--- config.mk ---
export PLATFORM = sky130hd
export DESIGN_NAME = booth_mult_arbiter_flat
export DESIGN_NICKNAME = d
export VERILOG_FILES = /design/src/rtl/booth_mult_arbiter_if.sv /design/src/rtl/booth_mult_arbiter.sv /design/src/flat_wrapper.sv
export SDC_FILE = /design/constraint.sdc
export NUM_CORES = 1
export LEC_CHECK = 0
export BUFFER_PORTS_ARGS = -buffer_cell sky130_fd_sc_hd__buf_2
export CAP_MARGIN = 10
export CORE_MARGIN = 5
export CORE_UTILIZATION = 47
export CTS_BUF_LIST = sky130_fd_sc_hd__clkbuf_8
export CTS_CLUSTER_DIAMETER = 40
export DETAILED_ROUTE_END_ITERATION = 10
export PLACE_DENSITY_LB_ADDON = 0.1
export REMOVE_ABC_BUFFERS = 1
export SYNTH_ARGS = -nofsm -noshare
export SYNTH_HDL_FRONTEND = slang
export SYNTH_SLANG_ARGS = --single-unit
--- constraint.sdc ---
create_clock -name clk -period 2.4 [get_ports clk]
set_input_delay 0.48 -clock clk [delete_from_list [all_inputs] [get_ports clk]]
set_output_delay 0.48 -clock clk [all_outputs]
set_load 0.02 [all_outputs]
--- src/rtl/booth_mult_arbiter_if.sv ---
// Request/response and multiplier-side signals of the Booth multiplier arbiter.
interface booth_mult_arbiter_if #(
  parameter int N_REQ = 4,
  parameter int WIDTH = 8
);
  logic [N_REQ-1:0]       req_valid;
  logic [N_REQ*WIDTH-1:0] req_a;
  logic [N_REQ*WIDTH-1:0] req_b;
  logic [N_REQ-1:0]       req_ready;
  logic [N_REQ-1:0]       rsp_valid;
  logic [2*WIDTH-1:0]     rsp_product;
  logic                   rsp_err;
  logic                   mul_start;
  logic [WIDTH-1:0]       mul_a;
  logic [WIDTH-1:0]       mul_b;
  logic                   mul_done;
  logic [2*WIDTH-1:0]     mul_product;
  logic                   busy;

  // Arbiter side
  modport slave (
    input  req_valid, req_a, req_b, mul_done, mul_product,
    output req_ready, rsp_valid, rsp_product, rsp_err,
           mul_start, mul_a, mul_b, busy
  );

  // Requesters plus multiplier side
  modport master (
    output req_valid, req_a, req_b, mul_done, mul_product,
    input  req_ready, rsp_valid, rsp_product, rsp_err,
           mul_start, mul_a, mul_b, busy
  );
endinterface

--- src/rtl/booth_mult_arbiter.sv ---
// Round-robin arbiter sharing one sequential Booth multiplier among N_REQ
// requesters, with a per-transaction watchdog.
//
// state     | meaning
// ----------+---------------------------------------------------------
// IDLE      | arbitrate; winner gets req_ready, operands are latched
// START     | mul_start already high; watchdog counter cleared
// WAIT_DONE | waiting for mul_done or watchdog expiry
// RESP      | one-cycle rsp_valid to the granted requester
// RELEASE   | mul_start low; wait for the multiplier to drop mul_done
module booth_mult_arbiter #(
  parameter int N_REQ   = 4,
  parameter int WIDTH   = 8,
  parameter int TIMEOUT = 64
) (
  input logic clk,
  input logic rst_n,
  booth_mult_arbiter_if.slave bus
);

  localparam int PW = (N_REQ > 1) ? $clog2(N_REQ) : 1;
  localparam int CW = $clog2(TIMEOUT) + 1;

  typedef enum logic [2:0] {
    IDLE,
    START,
    WAIT_DONE,
    RESP,
    RELEASE
  } state_t;

  state_t             state, state_next;
  logic [PW-1:0]      ptr;
  logic [PW-1:0]      grant;
  logic [PW-1:0]      win;
  logic               any_req;
  logic [WIDTH-1:0]   a_q, b_q;
  logic               start_q;
  logic [CW-1:0]      cnt;
  logic [2*WIDTH-1:0] prod_q;
  logic               err_q;
  logic               timeout_hit;
  logic [N_REQ-1:0]   ready_c;
  logic [N_REQ-1:0]   rsp_c;

  assign timeout_hit = (cnt == CW'(TIMEOUT - 1));

  // Round-robin pick: first valid requester at or above the pointer, wrapping.
  // Scanning from the far end lets the nearest candidate overwrite the rest.
  always_comb begin
    win     = '0;
    any_req = 1'b0;
    for (int k = N_REQ - 1; k >= 0; k--) begin
      if (bus.req_valid[(int'(ptr) + k) % N_REQ]) begin
        win     = PW'((int'(ptr) + k) % N_REQ);
        any_req = 1'b1;
      end
    end
  end

  // Next-state decode and the combinational grant pulse.
  always_comb begin
    state_next = state;
    ready_c    = '0;
    case (state)
      IDLE: begin
        if (any_req) begin
          ready_c[win] = 1'b1;
          state_next   = START;
        end
      end
      START:     state_next = WAIT_DONE;
      WAIT_DONE: begin
        if (bus.mul_done || timeout_hit) state_next = RESP;
      end
      RESP:      state_next = RELEASE;
      RELEASE: begin
        if (!bus.mul_done) state_next = IDLE;
      end
      default:   state_next = IDLE;
    endcase
  end

  // One-hot response strobe decoded from the stored grant.
  always_comb begin
    rsp_c = '0;
    if (state == RESP) rsp_c[grant] = 1'b1;
  end

  // State register.
  always_ff @(posedge clk or negedge rst_n) begin
    if (!rst_n) state <= IDLE;
    else        state <= state_next;
  end

  // Datapath: operand capture, start control, watchdog and result capture.
  // mul_start is set on the grant edge so it is already high during START,
  // and cleared on leaving RESP so the multiplier sees it low in RELEASE.
  always_ff @(posedge clk or negedge rst_n) begin
    if (!rst_n) begin
      ptr     <= '0;
      grant   <= '0;
      a_q     <= '0;
      b_q     <= '0;
      start_q <= 1'b0;
      cnt     <= '0;
      prod_q  <= '0;
      err_q   <= 1'b0;
    end else begin
      case (state)
        IDLE: begin
          if (any_req) begin
            a_q     <= bus.req_a[int'(win)*WIDTH +: WIDTH];
            b_q     <= bus.req_b[int'(win)*WIDTH +: WIDTH];
            grant   <= win;
            ptr     <= (win == PW'(N_REQ - 1)) ? '0 : win + 1'b1;
            start_q <= 1'b1;
          end
        end
        START: cnt <= '0;
        WAIT_DONE: begin
          cnt <= cnt + 1'b1;
          if (bus.mul_done) begin
            prod_q <= bus.mul_product;
            err_q  <= 1'b0;
          end else if (timeout_hit) begin
            prod_q <= '0;
            err_q  <= 1'b1;
          end
        end
        RESP:    start_q <= 1'b0;
        default: ;
      endcase
    end
  end

  assign bus.req_ready   = ready_c;
  assign bus.rsp_valid   = rsp_c;
  assign bus.rsp_product = prod_q;
  assign bus.rsp_err     = err_q;
  assign bus.mul_start   = start_q;
  assign bus.mul_a       = a_q;
  assign bus.mul_b       = b_q;
  assign bus.busy        = (state != IDLE);

endmodule
--- src/flat_wrapper.sv ---
// flat-port wrapper written by rule: the top's interface ports become plain ports
module booth_mult_arbiter_flat 
#(
  parameter int N_REQ   = 4,
  parameter int WIDTH   = 8,
  parameter int TIMEOUT = 64
)
  (clk, rst_n, bus_req_valid, bus_req_a, bus_req_b, bus_mul_done, bus_mul_product, bus_req_ready, bus_rsp_valid, bus_rsp_product, bus_rsp_err, bus_mul_start, bus_mul_a, bus_mul_b, bus_busy);
  booth_mult_arbiter_if #(.N_REQ(N_REQ), .WIDTH(WIDTH)) bus_i ();
  input logic clk;
  input logic rst_n;
  input wire logic [$bits(bus_i.req_valid)-1:0] bus_req_valid;
  input wire logic [$bits(bus_i.req_a)-1:0] bus_req_a;
  input wire logic [$bits(bus_i.req_b)-1:0] bus_req_b;
  input wire logic [$bits(bus_i.mul_done)-1:0] bus_mul_done;
  input wire logic [$bits(bus_i.mul_product)-1:0] bus_mul_product;
  output wire logic [$bits(bus_i.req_ready)-1:0] bus_req_ready;
  output wire logic [$bits(bus_i.rsp_valid)-1:0] bus_rsp_valid;
  output wire logic [$bits(bus_i.rsp_product)-1:0] bus_rsp_product;
  output wire logic [$bits(bus_i.rsp_err)-1:0] bus_rsp_err;
  output wire logic [$bits(bus_i.mul_start)-1:0] bus_mul_start;
  output wire logic [$bits(bus_i.mul_a)-1:0] bus_mul_a;
  output wire logic [$bits(bus_i.mul_b)-1:0] bus_mul_b;
  output wire logic [$bits(bus_i.busy)-1:0] bus_busy;
  assign bus_i.req_valid = bus_req_valid;
  assign bus_i.req_a = bus_req_a;
  assign bus_i.req_b = bus_req_b;
  assign bus_i.mul_done = bus_mul_done;
  assign bus_i.mul_product = bus_mul_product;
  assign bus_req_ready = bus_i.req_ready;
  assign bus_rsp_valid = bus_i.rsp_valid;
  assign bus_rsp_product = bus_i.rsp_product;
  assign bus_rsp_err = bus_i.rsp_err;
  assign bus_mul_start = bus_i.mul_start;
  assign bus_mul_a = bus_i.mul_a;
  assign bus_mul_b = bus_i.mul_b;
  assign bus_busy = bus_i.busy;
  booth_mult_arbiter #(.N_REQ(N_REQ), .WIDTH(WIDTH), .TIMEOUT(TIMEOUT)) u_core (.clk(clk), .rst_n(rst_n), .bus(bus_i));
endmodule
Word-level counts from Yosys, hierarchy flattened --
Index checks and enable logic that the tools add are counted.
Cells by class: add/subtract/negate cells 5, equality and inequality tests 9, shifts and indexed selects 2, order comparisons 8, reduce and logical (&&, ||, !) cells 15, bitwise gates (word level) 3, muxes and demuxes 38
Operators by type and width (number):
- $shiftx A32 B6 Y8 | 2
- $mux W16 | 2
- $mux W1 | 16
- $pmux W3 S5 | 1
- $pmux W7 S2 | 1
- $lt A3 B4 Y1 const B | 3
- $mux W4 | 3
- $mux W2 | 5
- $lt A2 B3 Y1 const B | 3
- $mux W3 | 3
- $bmux W1 S2 | 4
- $add A7 B1 Y7 const B | 1
- $eq A7 B6 Y1 const B | 1
- $eq A3 B2 Y1 const B | 2
- $reduce_and A2 Y1 | 3
- $reduce_bool A2 Y1 | 3
- $reduce_or A2 Y1 | 3
- $add A2 B1 Y2 const B | 2
- $add A2 B2 Y2 const B | 2
- $demux W1 S2 | 2
- $ge A2 B1 Y1 const B | 2
- $ne A2 B1 Y1 const B | 2
- $and A1 B1 Y1 const A | 3
- $eq A3 B1 Y1 const B | 1
- other kinds (9) | 10
Word-level totals: word-level logic and storage cells 89, output and inout port bits 43, register bits after elaboration 48

Longest topological paths before layout --
Gate-level depths: netlist of run 1.
word-level depth 16, depth in mapped cells 9, depth with buffers taken out 7

Worst setup path before layout of run 1 --
Ideal clock, no wire load.
kind in2out, start point input port bus_req_valid[1], end point output port bus_req_ready[0], arrival 1683 ps, stages 7, path slack 237 ps, required time 1920 ps, cells stage by stage nand2b_1 a21oi_1 a211o_1 buf_6 buf_4 inv_2 nor3_1
On the way: cells in the longest elaborated chain, start to end 13, elaborated cells between the ends (all ways) 26, those cells by class order compare (2); mux (23); reduce/logical (1)
RTL lines:
- start: declaration | line flat_wrapper.sv:12 | input wire logic [$bits(bus_i.req_valid)-1:0] bus_req_valid;
- $bmux W1 S2 | line booth_mult_arbiter.sv:54 | if (bus.req_valid[(int'(ptr) + k) % N_REQ]) begin
- $mux W1 (implied by the code) (2 in series) | line booth_mult_arbiter.sv:54
- $mux W2 (4 in series) | line booth_mult_arbiter.sv:54
- $lt A2 B3 Y1 (implied by the code) / $ge A2 B1 Y1 (equally long branches) | line booth_mult_arbiter.sv:68 | ready_c[win] = 1'b1;
- $logic_and A1 B1 Y1 (implied by the code) | line booth_mult_arbiter.sv:68
- $mux W1 (implied by the code) | line booth_mult_arbiter.sv:68
- $demux W1 S2
- $mux W4 * | line booth_mult_arbiter.sv:67 | if (any_req) begin
- $mux W4 * | line booth_mult_arbiter.sv:65 | case (state)
- end: declaration | line flat_wrapper.sv:17 | output wire logic [$bits(bus_i.req_ready)-1:0] bus_req_ready;
Every way passes the cells marked *; elsewhere a longest branch is shown, timed or not. The select of a mux whose other input is x is not followed.

Final worst setup path of run 1 --
start point register u_core.ptr[0], end point output port bus_req_ready[3]
On the way: cells in the longest elaborated chain, start to end 14, elaborated cells between the ends (all ways) 29, those cells by class add/sub (3); order compare (2); mux (23); reduce/logical (1)
RTL lines:
- start: declaration | line booth_mult_arbiter.sv:33 | logic [PW-1:0] ptr;
- start signal: assignment | line booth_mult_arbiter.sv:116 | ptr <= (win == PW'(N_REQ - 1)) ? '0 : win + 1'b1;
- $add A2 B2 Y2 | line booth_mult_arbiter.sv:54, booth_mult_arbiter.sv:55
- $bmux W1 S2 | line booth_mult_arbiter.sv:54
- $mux W1 (implied by the code) (2 in series) | line booth_mult_arbiter.sv:54
- $mux W2 (4 in series) | line booth_mult_arbiter.sv:54
- $lt A2 B3 Y1 (implied by the code) / $ge A2 B1 Y1 (equally long branches) | line booth_mult_arbiter.sv:68
- $logic_and A1 B1 Y1 (implied by the code) | line booth_mult_arbiter.sv:68
- $mux W1 (implied by the code) | line booth_mult_arbiter.sv:68
- $demux W1 S2
- $mux W4 * | line booth_mult_arbiter.sv:67
- $mux W4 * | line booth_mult_arbiter.sv:65
Marks and branches as above.

==> results of run 1 <==
==> metal layers <==
layer | track usage | part of all wire | up-vias | wire, um
li1 | - | - | 1107 | -
met1 | 0.220 | 0.42 | 1055 | 2700
met2 | 0.325 | 0.50 | 81 | 3220
met3 | 0.0553 | 0.073 | 8 | 476
met4 | 0.0453 | 0.013 | 0 | 82
met5 | 0 | 0 | - | 0
==> worst max-delay path: stages, from the launching register on <==
cell	delay, ps
dfrtp_1	390
nand2b_1	140
a21oi_1	60
a211o_2	350
inv_2	80
ha_1	160
and3_1	150
buf_2	160
==> logic make-up (layout without fill, tap and decap cells) <==
group                    after synthesis  in the layout
AND/OR/NAND/NOR                       69             69
AO/OA/AOI/OAI                         57             57
flip-flops                            48             48
multiplexers                          33             33
buffers and inverters                 23            152
adder cells (fa/ha/maj)                2              2
XOR/XNOR                               2              2
==> per-stage QoR <==
| stage | setup TNS [ps] | utilization |
|---|---|---|
| after floorplan | -1350 | - |
| after CTS | 0 | 0.615 |
| after detailed placement | 0 | 0.598 |
| after global placement | 0 | 0.598 |
| final | 0 | 0.615 |
| after global routing | 0 | 0.615 |
==> worst paths after layout <==
kind | cells past startpoint | endpoint
hold / removal | 1 | u_core.bus.mul_b[7]$_DFFE_PN0P_
setup reg to reg | 6 | u_core.bus.rsp_product[15]$_DFFE_PN0P_
min in group clk | 2 | u_core.bus.rsp_product[10]$_DFFE_PN0P_
hold reg to reg | 2 | u_core.bus.mul_a[7]$_DFFE_PN0P_
setup / recovery | 7 | bus_req_ready[3]
max in group asynchronous | 2 | u_core.ptr[0]$_DFFE_PN0P_
==> area by class of cell <==
| type | instances | area share |
|---|---|---|
| Sequential cell | 48 | 0.361 |
| Inverter | 8 | 0.00978 |
| Clock buffer | 5 | 0.0207 |
| Tap cell | 72 | 0.0271 |
| Clock inverter | 3 | 0.00715 |
| Multi-Input combinational cell | 163 | 0.364 |
| Timing Repair Buffer | 136 | 0.210 |
==> power by group through the flow <==
stage	Combinational [mW]	Sequential [mW]	Clock (mW)
after floorplan	1.25	1.73	0
after CTS	2.31	1.42	0.498
after detailed placement	2.31	1.42	0
final	2.28	1.42	0.490
after global routing	2.50	1.47	0.536
after global placement	2.26	1.43	0
==> registers in the layout, indices dropped and copies added (netlist names) <==
register                cells
u_core.bus.rsp_product     16
u_core.state                3
u_core.grant                2
u_core.bus.mul_a            8
u_core.cnt                  7
u_core.ptr                  2
u_core.bus.mul_start        1
u_core.bus.rsp_err          1
u_core.bus.mul_b            8
==> cell usage in the layout, fill, tap and decap left out, drive strengths merged, types with 8 or more instances in the layout <==
| cell type | instances |
|---|---|
| a21oi | 8 |
| a22o | 17 |
| buf | 136 |
| dfrtp | 48 |
| inv | 8 |
| mux2i | 33 |
| nand2 | 33 |
| nor2 | 13 |
| o21ai | 10 |
| o221ai | 16 |
==> metrics.txt, run 1 <==
RSZ-0062 raised after global routing=false; Tightest Hold Check Type=input port to asynchronous set/reset pin; ratio of cells with drive above 1 in the final layout=0.457; area of the multi-input gates=0.00121 mm2; Final nets=451; Post-DP Area=0.00323 mm2; minimum clock period=2270 ps; CP max FO=5; GRT Util Overall=0.185; IO Port Bufs=129; drt via density=5.17; total wire length=6.48 mm; Yosys Warn Count=0; ANT cells=0; Setup CP Type=flip-flop to output port; Setup Slack @ Placement=248 ps; first-pass GRT wire length=10.7 mm; crit path capture type=output port; clock-pin slew on the worst setup and hold paths=100 ps; Post-Synth Adder-Cell Area=0.00975; multiplexer share of the synthesized area=0.129; CP Launch Type=flip-flop; ys async rst share=1.00; CTS tree=done; part of the power in the clock network=0.117; FP Rows=27; number of synthesized register bits=48; Worst slew margin=0.482; final clock skew=11.4 ps; post-synth top area share=0.468; top post-synthesis cells by area=dfrtp_1 (47%), mux2i_1 (13%), o221ai_2 (5.8%), a22o_1 (5.8%), nand2_1 (4.5%); Layout Cells excl Fill=435; Cell variety after synth=38; initial antenna violation count=0; Compound-Gate Fraction of Synth Area=0.192; sw power=1.91 mW; die width=83.9 um; pin count of the biggest net entering global routing=37; FF/Latch Area=0.00120 mm2; Routed WL per cell=14.9 um; power per standard cell area=1260 mW/mm2; setup ws final=135 ps; Post-CTS Resized=0; worst slew pin tran=777 ps; clock tree buffer depth=2; # fillers=480; chip height=83.9 um; ANT nets after route=0; status=finished clean; CTS sink count=48; Worst-Skew Late Latency=310 ps; number of synthesized flops with an enable pin=0; Die ar.=0.00704 mm2; Post-synth top cells=dfrtp_1 (48), mux2i_1 (33), nand2_1 (31); Mapped Avg Cell Area=11.0 um2; Post-Synth XOR/XNOR Area=0.00682; Placed Cells=427; Comb power frac=0.544; cell area after layout=0.00333 mm2; maximum VDD drop=0.746 mV; I/O pin cnt=130; crit path from=u_core.ptr[0]$_DFFE_PN0P_; period utilization=0.944; Max-Cap Viols=0; register area share after synthesis=0.468; cts hold-fix bufs=0; final hold violation count=0; Mapped Cells=234; R2R Path Start=u_core.cnt[0]$_DFFE_PN0P_; R2R Setup Slk=540 ps; mapped cell area=0.00257 mm2; Core Region=0.00541 mm2; DRT Pass-1 Iters=4; f_max=441 MHz; sw frac=0.457; LEAKAGE=1.82 nW; vias in the first global route=2330; DP HPWL=5.09 mm; Slew Viols, Final=0; Initial Util=0.475; worst hold slack=246 ps; GPL Wtd Cong=0.832; Simple-Gate Fraction of Synth Area=0.135; Synth Flop Type=dfrtp_1; Vias=2251; Critical Path RT=1920 ps; post-CTS setup buffer count=0; leading area contributor after synthesis=dfrtp_1; WP data arrival=1790 ps; Final Total Pwr=4.19 mW; H-Tree Depth=2; cell chosen for the clock root=clkbuf_8; share of power burned in registers=0.339; CTS buffer count=5; top-count cell post-synth=dfrtp_1; grt total ovfl=0; residual DRC count=0; area grow syn2layout=29.5%; main combinational cell family by area after synthesis=compound AO/OA/AOI/OAI gates; 1st-iter DRT viols=67; Int Pwr=2.28 mW; final setup vio count=0
(Power assumes the default switching activity.)
==> run 2, diff against run 1 <==
CORE_UTILIZATION = 46   (was 47)
CTS_BUF_LIST = not set   (was sky130_fd_sc_hd__clkbuf_8)
==> metrics.txt, run 2 (same netlist as run 1, synthesis figures left out) <==
setup tns final=0 ps (unchanged); cell chosen for the clock root=clkbuf_8; Routed WL per cell=15.0 um (+0.93%); WP data arrival=1800 ps (about the same); met3 Use GR=0.0569 (+0.00164); f_max=438 MHz (-0.82%); grt total ovfl=0 (unchanged); DRT Pass-1 Iters=4 (unchanged); period utilization=0.952 (+0.00782); Slew Viols, Final=0 (unchanged); total wire length=6.53 mm (+0.69%); vias in the first global route=2282 (-2.1%); Core Region=0.00547 mm2 (+1.3%); minimum clock period=2280 ps (+18.8 ps); maximum VDD drop=0.670 mV (-10%); Final nets=450 (-0.22%); GRT met2 Usage=0.296 (-0.0286); IO Port Bufs=129 (unchanged); RSZ-0062 raised after global routing=false; power per standard cell area=1280 mW/mm2 (+1.6%); area grow syn2layout=30.7%; FP Rows=27 (unchanged); M1 GR Usage=0.239 (+0.0186); GPL Wtd Cong=0.785 (-5.7%); first-pass GRT wire length=10.8 mm (+1.0%); Placed Cells=425 (-0.47%); leading cell type in the layout, fill and taps excluded=buf_2; H-Tree Depth=2 (unchanged); ANT nets after route=0 (unchanged); Die ar.=0.00718 mm2 (+1.9%); chip height=84.7 um (+0.95%); Worst slew margin=0.555 (+0.0731); ANT cells=0 (unchanged); GRT Max-Usage Layer=met2; CTS sink count=48 (unchanged); initial antenna violation count=0 (unchanged); CP max FO=5 (unchanged); Largest register FFs=16 (unchanged); Layout Cells excl Fill=434 (-0.23%); drt via density=5.18 (+0.14%); pin count of the biggest net entering global routing=33 (-11%); CP Launch Type=flip-flop; Worst-Skew Late Latency=300 ps (about the same); CTS tree=done; ratio of cells with drive above 1 in the final layout=0.456 (-0.00150); crit path capture type=output port; Final Util=0.613 (-0.00211); I/O pin cnt=130 (unchanged); Tightest Hold Check Type=input port to flip-flop; Vias=2249 (-0.089%); DP HPWL=5.11 mm (+0.43%); LEAKAGE=1.83 nW (+0.81%); status=finished clean; 1st-iter DRT viols=43 (-36%); Critical Path RT=1920 ps (about the same); Max-Cap Viols=0 (unchanged); worst slew pin tran=667 ps (-110 ps); Setup CP Type=flip-flop to output port; GRT Util Overall=0.185 (about the same); final setup vio count=0 (unchanged); post-CTS setup buffer count=0 (unchanged); die width=84.7 um (+0.95%); # fillers=501 (+4.4%); Initial Util=0.469 (-0.00586); clock tree buffer depth=2 (unchanged); CTS buffer count=5 (unchanged); final clock skew=3.94 ps (-7.50 ps); final hold violation count=0 (unchanged); residual DRC count=0 (unchanged); clock-pin slew on the worst setup and hold paths=90 ps (about the same); commonest non-fill, non-tap cells in the layout=buf_2 (128), dfrtp_1 (48), mux2i_1 (33), nand2_1 (31), a22o_1 (17)
## run 2: changes by cell type in the layout (fill, tap and decap cells not counted), sizes merged
cell / delta
buf: -2
clkinvlp: -1
bufinv: +1
dlygate4sd3: +1
## run 2: cell type report
| cell class | count | area (um2) | area share |
|---|---|---|---|
| multi-input cells | 163 | 1220 | 0.365 |
| flip-flops and latches | 48 | 1200 | 0.358 |
| repair buffers | 135 | 696 | 0.207 |
| well taps | 72 | 90.1 | 0.0268 |
| clock buffers | 5 | 68.8 | 0.0205 |
| clock inverters | 3 | 42.5 | 0.0127 |
| inverters | 8 | 32.5 | 0.00969 |
## run 2: timing repair
action,CTS,global route
hold endpoints to repair,0,6
resized for setup,0,3
hold buffers,0,1
endpoints found under the setup margin,0,3
## run 2: worst max-delay path: stages (launching register included)
cell,delay (ps)
dfrtp_1,400
nand2b_4,140
a21oi_1,60
a211o_2,350
inv_2,80
ha_1,170
and3_1,160
buf_4,140
## run 2: metrics by stage
step                area, um2  hold WS (ps)  worst slack, ps  power (mW)
finish                   3360           402              116        4.29
global route             3360           390             17.5        4.62
CTS                      3330          6.77             98.5        4.31
detailed placement       3220           334              171        3.72
global placement         3220           334              202        3.68
floorplan                2440           184             -456        2.98
## run 2: worst paths after layout
check | startpoint | end | slack (ps) | cells after the start
max in group asynchronous | rst_n | u_core.cnt[0]$_DFFE_PN0P_ | 1320 | 3
hold reg to reg | u_core.cnt[5]$_DFFE_PN0P_ | u_core.cnt[5]$_DFFE_PN0P_ | 480 | 1
setup reg to reg | u_core.ptr[0]$_DFFE_PN0P_ | u_core.bus.mul_b[0]$_DFFE_PN0P_ | 490 | 6
min in group asynchronous | rst_n | u_core.bus.rsp_product[10]$_DFFE_PN0P_ | 550 | 2
hold / removal | bus_mul_product[2] | u_core.bus.rsp_product[2]$_DFFE_PN0P_ | 400 | 2
setup / recovery | u_core.ptr[0]$_DFFE_PN0P_ | bus_req_ready[3] | 120 | 7
## run 2: power by group
| group | total (mW) | switching (mW) | internal [mW] | leakage [nW] |
|---|---|---|---|---|
| sequential | 1.45 | 0.290 | 1.16 | 0.605 |
| clock | 0.578 | 0.270 | 0.308 | 0.0541 |
| combinational | 2.27 | 1.36 | 0.910 | 1.17 |
| total | 4.29 | 1.92 | 2.38 | 1.83 |
## run 2: per-layer routing
metal  vias to the layer above  wire (um)
met5                         -          0
met4                         0        114
met2                        88       3140
li1                       1110          -
met3                        12        544
met1                      1039       2730
==> run 3, diff against run 2 <==
CTS_BUF_LIST = sky130_fd_sc_hd__clkbuf_16   (was not set)
==> metrics.txt, run 3 (same netlist as run 1, synthesis figures left out) <==
maximum VDD drop=0.672 mV (+0.20%); setup tns final=0 ps (unchanged); Max-Cap Viols=0 (unchanged); die width=84.7 um (unchanged); f_max=441 MHz (+0.84%); DRT Pass-1 Iters=4 (unchanged); GPL Wtd Cong=0.785 (unchanged); WL met2=3.25 mm (+3.4%); Final nets=449 (-0.22%); final setup vio count=0 (unchanged); Largest register FFs=16 (unchanged); minimum clock period=2270 ps (-19.0 ps); cts hold-fix bufs=0 (unchanged); Vias=2255 (+0.27%); Slew Viols, Final=0 (unchanged); Post-CTS Resized=0 (unchanged); CP Launch Type=flip-flop; final clock skew=3.87 ps (-0.0722 ps); CTS buffer count=5 (unchanged); Tightest Hold Check Type=input port to asynchronous set/reset pin; power per standard cell area=1330 mW/mm2 (+3.6%); Initial Util=0.469 (unchanged); worst hold slack=28.8 ps (-373 ps); drt via density=5.21 (+0.50%); chip height=84.7 um (unchanged); clock-pin slew on the worst setup and hold paths=60 ps (-30 ps); DP HPWL=5.11 mm (unchanged); GRT Util Overall=0.183 (-0.00225); Critical Path RT=1920 ps (about the same); crit path capture type=output port; # fillers=498 (-0.60%); worst slew pin tran=647 ps (-19.8 ps); Layout Cells excl Fill=433 (-0.23%); post-CTS setup buffer count=0 (unchanged); Metal-1 WL=2.66 mm (-2.3%); Worst-Skew Late Latency=280 ps (-20 ps); period utilization=0.944 (-0.00791); ratio of cells with drive above 1 in the final layout=0.454 (-0.00151); cell chosen for the clock root=clkbuf_16; WP data arrival=1790 ps (about the same); ANT cells=0 (unchanged); area grow syn2layout=32.1%; DR WL met3=557 um (+2.4%); H-Tree Depth=2 (unchanged); Die ar.=0.00718 mm2 (unchanged); CTS tree=done; final hold violation count=0 (unchanged); Placed Cells=425 (unchanged); IO Port Bufs=129 (unchanged); FP Rows=27 (unchanged); pin count of the biggest net entering global routing=33 (unchanged); total wire length=6.57 mm (+0.64%); residual DRC count=0 (unchanged); commonest non-fill, non-tap cells in the layout=buf_2 (129), dfrtp_1 (48), mux2i_1 (33), nand2_1 (31), a22o_1 (17); Routed WL per cell=15.2 um (+0.88%); ANT nets after route=0 (unchanged); max layer used=met4; first-pass GRT wire length=10.8 mm (-0.31%); clock tree buffer depth=2 (unchanged); Core Region=0.00547 mm2 (unchanged); vias in the first global route=2282 (unchanged); initial antenna violation count=0 (unchanged); CTS sink count=48 (unchanged); I/O pin cnt=130 (unchanged); Worst slew margin=0.568 (+0.0132); grt total ovfl=0 (unchanged); R2R Setup Slk=480 ps (about the same); leading cell type in the layout, fill and taps excluded=buf_2; status=finished clean; 1st-iter DRT viols=32 (-26%); CP max FO=5 (unchanged); LEAKAGE=1.85 nW (+0.93%); Final Util=0.620 (+0.00663); RSZ-0062 raised after global routing=false; Setup CP Type=flip-flop to output port
## run 3: changes by cell type in the layout (fill, tap and decap cells not counted)
cell,previous run,this run
clkbuf_16,0,5
clkbuf_8,5,0
buf_2,128,129
buf_4,6,5
dlygate4sd3_1,1,0
nand2b_1,3,4
nand2b_4,1,0
## run 3: final cells by class
class	instances	area, um2	area share
clock buffer	5	125	0.0369
clock inverter	3	42.5	0.0125
inverter	8	32.5	0.00959
multi-input combinational	163	1220	0.359
sequential	48	1200	0.354
tap	72	90.1	0.0266
timing repair buffer	134	683	0.201
## run 3: worst paths after layout
kind	startpoint	end	cells past startpoint
max reg2reg	u_core.ptr[0]$_DFFE_PN0P_	u_core.bus.mul_b[0]$_DFFE_PN0P_	6
min in group clk	bus_mul_product[15]	u_core.bus.rsp_product[15]$_DFFE_PN0P_	2
min reg2reg	u_core.cnt[5]$_DFFE_PN0P_	u_core.cnt[5]$_DFFE_PN0P_	1
max	u_core.ptr[0]$_DFFE_PN0P_	bus_req_ready[3]	7
max in group asynchronous	rst_n	u_core.bus.rsp_product[1]$_DFFE_PN0P_	2
min	rst_n	u_core.bus.rsp_product[10]$_DFFE_PN0P_	1
## run 3: report_power, final
group          switching, mW  internal (mW)  leakage (nW)  total, mW
sequential             0.293           1.16         0.605       1.46
combinational           1.36          0.901          1.16       2.26
clock                  0.292          0.489        0.0798      0.781
total                   1.95           2.55          1.85       4.50
## run 3: routing by layer
layer	GRT usage	up-vias
met1	0.233	1047
met4	0.0460	0
met5	0	-
met3	0.0510	13
li1	-	1106
met2	0.305	89
## run 3: through the flow
step	total power [mW]	cell area, um2	worst slack, ps
finish	4.50	3390	135
CTS	4.52	3390	126
global placement	3.68	3220	202
floorplan	2.98	2440	-456
detailed placement	3.72	3220	171
global route	4.81	3390	19.8
## run 3: critical path, stage by stage (launching register included)
cell and delay, ps:
dfrtp_1 390, nand2b_1 140, a21oi_1 70, a211o_2 350, inv_2 80, ha_1 160
and3_1 150, buf_2 160
